**src/rtl/cam_pkg.sv**
```systemverilog
// cam_pkg: shared defaults, FSM state encoding and FIFO entry layout for the camera line packer.
package cam_pkg;
  localparam int BYTES_PER_LINE_DEF  = 1280;
  localparam int LINES_PER_FRAME_DEF = 480;
  typedef enum logic [1:0] {
    SYNC = 2'd0,
    GAP  = 2'd1,
    LINE = 2'd2
  } state_t;
  localparam int ENTRY_W = 20;
  localparam int SOF_BIT = 16;
  localparam int SOL_BIT = 17;
  localparam int EOL_BIT = 18;
  localparam int EOF_BIT = 19;
endpackage

```
**src/rtl/cam_word_fifo.sv**
```systemverilog
// cam_word_fifo: synchronous FIFO; a push while full is accepted only when a pop happens in the same cycle.
// Ports: clk, reset (async active-low), push/din write side, pop/dout read side (dout = head entry),
// full/empty status.
module cam_word_fifo #(
  parameter int W     = 20,
  parameter int DEPTH = 8
) (
  input  logic         clk,
  input  logic         reset,
  input  logic         push,
  input  logic [W-1:0] din,
  input  logic         pop,
  output logic [W-1:0] dout,
  output logic         full,
  output logic         empty
);
  localparam int AW = $clog2(DEPTH);
  logic [W-1:0] mem [DEPTH];
  logic [AW-1:0] wr, rd;
  logic [AW:0] cnt;
  logic wen, ren;
  always_comb begin
    full  = cnt == (AW+1)'(DEPTH);
    empty = cnt == '0;
    ren   = pop && !empty;
    wen   = push && (!full || ren);
    dout  = mem[rd];
  end
  always_ff @(posedge clk) begin
    if (wen) mem[wr] <= din;
  end
  always_ff @(posedge clk or negedge reset) begin
    if (!reset) begin
      wr  <= '0;
      rd  <= '0;
      cnt <= '0;
    end else begin
      if (wen) wr <= wr + AW'(1);
      if (ren) rd <= rd + AW'(1);
      cnt <= cnt + (AW+1)'(wen) - (AW+1)'(ren);
    end
  end
endmodule

```
**src/rtl/cam_line_packer.sv**
```systemverilog
// cam_line_packer: aligns camera bytes to frames, pairs them into tagged RGB565 words and queues them.
// Ports: clk, reset (async active-low); cam_data/cam_valid/cam_frame_done camera input;
// pix_data/pix_valid/pix_ready plus pix_sof/sol/eol/eof word output; line_idx, frame_cnt status;
// err_clear and sticky err_line_len/err_frame_len/err_overflow.
module cam_line_packer
  import cam_pkg::*;
#(
  parameter int BYTES_PER_LINE  = BYTES_PER_LINE_DEF,
  parameter int LINES_PER_FRAME = LINES_PER_FRAME_DEF,
  parameter int FIFO_DEPTH      = 8
) (
  input  logic        clk,
  input  logic        reset,
  input  logic [7:0]  cam_data,
  input  logic        cam_valid,
  input  logic        cam_frame_done,
  output logic [15:0] pix_data,
  output logic        pix_valid,
  input  logic        pix_ready,
  output logic        pix_sof,
  output logic        pix_sol,
  output logic        pix_eol,
  output logic        pix_eof,
  output logic [9:0]  line_idx,
  output logic [15:0] frame_cnt,
  input  logic        err_clear,
  output logic        err_line_len,
  output logic        err_frame_len,
  output logic        err_overflow
);
  localparam logic [10:0] BPL       = 11'(BYTES_PER_LINE);
  localparam logic [9:0]  LAST_LINE = 10'(LINES_PER_FRAME - 1);
  state_t state, state_next;
  logic [10:0] bcnt;
  logic [7:0] held;
  logic pop, full, empty, last_line, in_range, take_byte, line_end, frame_err, word_done, len_err, overflow;
  logic [ENTRY_W-1:0] entry, head, last_word, out_word;
  always_ff @(posedge clk or negedge reset) begin
    if (!reset) state <= SYNC;
    else state <= state_next;
  end
  always_comb begin
    state_next = state;
    if (cam_frame_done) state_next = GAP;
    else if (state == GAP && cam_valid) state_next = LINE;
    else if (state == LINE && !cam_valid) state_next = last_line ? SYNC : GAP;
  end
  // frame_done overrides any byte in the same cycle, so bytes are only taken without it
  always_comb begin
    pop       = !empty && pix_ready;
    last_line = line_idx == LAST_LINE;
    in_range  = bcnt < BPL;
    take_byte = !cam_frame_done && cam_valid && state != SYNC;
    line_end  = !cam_frame_done && !cam_valid && state == LINE;
    frame_err = cam_frame_done && state != SYNC;
    word_done = take_byte && in_range && bcnt[0];
    len_err   = (take_byte && !in_range) || (line_end && bcnt != BPL);
    overflow  = word_done && full && !pop;
    entry     = {bcnt == BPL - 11'd1 && last_line, bcnt == BPL - 11'd1,
                 bcnt == 11'd1, bcnt == 11'd1 && line_idx == '0, held, cam_data};
    out_word  = empty ? last_word : head;
  end
  always_ff @(posedge clk or negedge reset) begin
    if (!reset) begin
      bcnt          <= '0;
      held          <= '0;
      line_idx      <= '0;
      frame_cnt     <= '0;
      last_word     <= '0;
      err_line_len  <= 1'b0;
      err_frame_len <= 1'b0;
      err_overflow  <= 1'b0;
    end else begin
      bcnt <= take_byte ? (bcnt == 11'h7FF ? bcnt : bcnt + 11'd1) : '0;
      if (take_byte && !bcnt[0]) held <= cam_data;
      if (cam_frame_done) line_idx <= '0;
      else if (line_end) line_idx <= line_idx + 10'd1;
      if (line_end && last_line) frame_cnt <= frame_cnt + 16'd1;
      // keeps the head visible after the FIFO drains
      if (!empty) last_word <= head;
      err_line_len  <= len_err || (err_line_len && !err_clear);
      err_frame_len <= frame_err || (err_frame_len && !err_clear);
      err_overflow  <= overflow || (err_overflow && !err_clear);
    end
  end
  cam_word_fifo #(.W(ENTRY_W), .DEPTH(FIFO_DEPTH)) u_fifo (
    .clk(clk), .reset(reset), .push(word_done), .din(entry),
    .pop(pop), .dout(head), .full(full), .empty(empty)
  );
  assign pix_valid = !empty;
  assign pix_data  = out_word[15:0];
  assign pix_sof   = out_word[SOF_BIT];
  assign pix_sol   = out_word[SOL_BIT];
  assign pix_eol   = out_word[EOL_BIT];
  assign pix_eof   = out_word[EOF_BIT];
endmodule
```
**config.mk**
```make
export PLATFORM = sky130hd
export DESIGN_NAME = cam_line_packer
export DESIGN_NICKNAME = d
export VERILOG_FILES = /design/src/rtl/cam_pkg.sv /design/src/rtl/cam_word_fifo.sv /design/src/rtl/cam_line_packer.sv
export SDC_FILE = /design/constraint.sdc
export NUM_CORES = 1
export LEC_CHECK = 0
export BUFFER_PORTS_ARGS = -buffer_cell sky130_fd_sc_hd__buf_2
export CAP_MARGIN = 20
export CORE_ASPECT_RATIO = 1.4
export CORE_UTILIZATION = 40
export CTS_CLUSTER_DIAMETER = 40
export DETAILED_ROUTE_END_ITERATION = 10
export PLACE_DENSITY = 0.67
export SLEW_MARGIN = 10
export SYNTH_ARGS = -nofsm -noshare
export SYNTH_HDL_FRONTEND = slang
export SYNTH_SLANG_ARGS = --single-unit
```
**constraint.sdc**
```tcl
create_clock -name clk -period 4.57 [get_ports clk]
set_input_delay 0.6855 -clock clk [delete_from_list [all_inputs] [get_ports clk]]
set_output_delay 0.6855 -clock clk [all_outputs]
set_load 0.01 [all_outputs]
```
==> run_results.csv <==
group,metric,value,unit
outcome,status,"completed",
critical_path,reg2reg_slack,1670,ps
synthesis,synth_area_leaders,"edfxtp_1 (49%), dfrtp_1 (21%), mux4_2 (9.3%)",
timing,period_minus_slack,3500,ps
clocking,clock_path_buffers,3,
timing,fmax,285,MHz
timing,slew_violations,0,
clocking,cts_buffers,28,
grt,grt-busiest-layer,"met2",
detailed_routing,num_vias,5485,
timing,tightest_slew,754,ps
clocking,cts_resized,0,
grt,grt_max_degree,53,
critical_path,path_max_fanout,23,
grt,antenna_found_initial,0,
synthesis,ys_types,51,
worst_hold_path,min_path_type,"in -> async",
synthesis,synth-main-ff-cell,"edfxtp_1",
final_layout,drive_gt1_frac,0.279,
clocking,post_cts_buffers,0,
clocking,cts_hold_buffers,0,
detailed_routing,vias_per_cell,5.45,
detailed_routing,first_iter_violations,334,
critical_path,end_kind,"output pin",
critical_path,critPathArrivalTime,2820,ps
final_layout,finalCoreUtilization,0.480,
clocking,root_buffer,"clkbuf_16",
floorplanning,start_util,0.407,
grt,use_met3,0.0269,
grt,grt_usage,0.161,
floorplanning,die_w,134,µm
timing,hold_viol,0,
critical_path,worstSetupStartpointType,"flop",
detailed_routing,ant_nets,0,
critical_path,critical_path.startpoint,"u_fifo.rd[1]",
timing,fin_crit_sh,0.767,
final_layout,fillCellCount,1987,
critical_path,critPathKind,"reg -> out",
final_layout,antennaDiodeCount,0,
timing,slew-limit-headroom,0.493,
clocking,cts.htree.levels,1,
floorplanning,die_h,186,µm
detailed_routing,first_pass_iters,5,
clocking,clkLatencyLatePin,530,ps
timing,rsz0062_at_grt,"no",
power,p_total,6.45,mW
synthesis,syn-cell-area,9720,µm²
synthesis,synth-async-reset-ratio,0.333,
place,io_buffers,63,
detailed_routing,wl,19.9,mm
synthesis,ys_ff_latch,240,
detailed_routing,drc,0,
final_layout,area_growth_syn_to_layout,17.9,%
timing,setup_viol,0,
synthesis,syn_inst,588,
synthesis,synth_top_area_frac,0.494,
synthesis,syn_area_per_cell,16.5,µm²
power,vdd_drop_max,412,µV
synthesis,syn-num-nets,617,
power,p_leak,4.39,nW
floorplanning,die_area,24900,µm²
floorplanning,coreArea,23900,µm²
synthesis,ys_warn_count,0,
floorplanning,rows,67,
grt,grt_use_met2,0.286,
detailed_routing,routedWlPerCell,19.7,µm
floorplanning,ios,64,
critical_path,worstPathRequired,3880,ps
final_layout,nets,703,
place,dp_hpwl,12.4,mm
synthesis,ys_top_cells_by_count,"edfxtp_1 (160), dfrtp_1 (80), mux4_2 (40)",
grt,grt_pass1_vias,5655,
synthesis,synth_top_area_cell,"edfxtp_1",
grt,grt_overflow,0,
synthesis,ys_seq_area_frac,0.700,
timing,fin_setup_tns,0,ps
synthesis,yosysMostFrequentCell,"edfxtp_1",
timing,finalClockSkew,8.65,ps
power,powerDensity,562,nW/µm²
grt,grt_first_pass_wirelength,31.1,mm
clocking,cts.sinks,240,
place,gp_congestion,0.840,
job,maxCapViolations,0,
clocking,cts_tree,"built",
grt,met1_usage,0.197,
synthesis,synth_edf_count,160,
clocking,path_clk_slew,60,ps
critical_path,reg2reg_from,"u_fifo.cnt[2]",
power breakdown:
part,leakage [nW],switching (mW),internal [mW]
Sequential,2.49,0.199,2.54
Clock,0.464,0.902,1.36
Combinational,1.44,0.720,0.730
Total,4.39,1.82,4.62
cell families (layout without fill, tap and decap cells):
family,Yosys count,in the layout,share of synthesized area
compound gates,51,51,0.0368
xor+xnor,31,31,0.0279
fa+ha+maj,15,15,0.0201
buf+inv,44,152,0.0180
flops,240,240,0.700
mux,54,54,0.108
simple gates,153,153,0.0886
cells in the final DEF, fill, tap and decap left out, types with 4 or more instances in the layout:
cell	count
edfxtp_1	160
dfrtp_1	79
buf_2	62
mux4_2	40
clkbuf_16	29
nor2_1	28
and3_1	22
nand2_1	21
inv_1	20
a221o_1	17
xor2_1	17
nand3_1	16
buf_4	16
o21ai_0	14
xnor2_1	14
ha_1	14
nor3_1	12
a21oi_1	11
nand4_1	11
mux2_2	9
nand2b_1	5
a31oi_1	5
clkbuf_1	5
mux2i_1	4
nor3_2	4
nor4_1	4
or3_1	4
clkinv_4	4
metal layers:
metal	routed length [µm]	vias up
li1	-	2452
met1	7900	2825
met2	10500	174
met3	987	34
met4	484	0
met5	0	-
worst max-delay path, cell delays in order (launching register included):
cell and delay [ps]:
dfrtp_2 820, buf_12 290, mux4_2 530, and3_1 200
a221o_1 290, buf_2 150
final timing paths:
path                                      end  cells past startpoint
min in group clk                 err_overflow                      2
worst min-delay path             last_word[3]                      1
worst max register to register  u_fifo.cnt[2]                     13
worst min register to register  frame_cnt[15]                      1
max in group asynchronous         line_idx[8]                      2
worst max-delay path              pix_data[4]                      5
area by class of cell:
class	count	area, µm²	share of cell area
inverters	21	78.8	0.00688
clock buffers	34	744	0.0650
well taps	310	388	0.0338
repair buffers	79	450	0.0393
multi-input cells	304	2770	0.242
flip-flops and latches	240	6810	0.594
clock inverters	18	219	0.0191
metrics by stage:
| step | std cells | worst slack, ps | cell area [µm²] | hold slack (ps) |
|---|---|---|---|---|
| 6_report | 1006 | 1070 | 11500 | 75.6 |
| 5_1_grt | 1006 | 892 | 11500 | 89.1 |
| 4_1_cts | 1006 | 977 | 11500 | 71.1 |
| 3_5_place_dp | 954 | 1550 | 10500 | 458 |
| 3_3_place_gp | 954 | 1560 | 10500 | 456 |
| 2_1_floorplan | 588 | 758 | 9720 | 390 |
flip-flops by register name, indices dropped and copies added, names as in the netlist, 2 cells and up:
register / cells
held: 8
u_fifo.mem: 160
last_word: 20
state: 2
u_fifo.rd: 3
u_fifo.wr: 3
frame_cnt: 16
line_idx: 10
bcnt: 11
u_fifo.cnt: 4
(Power assumes the default switching activity.)
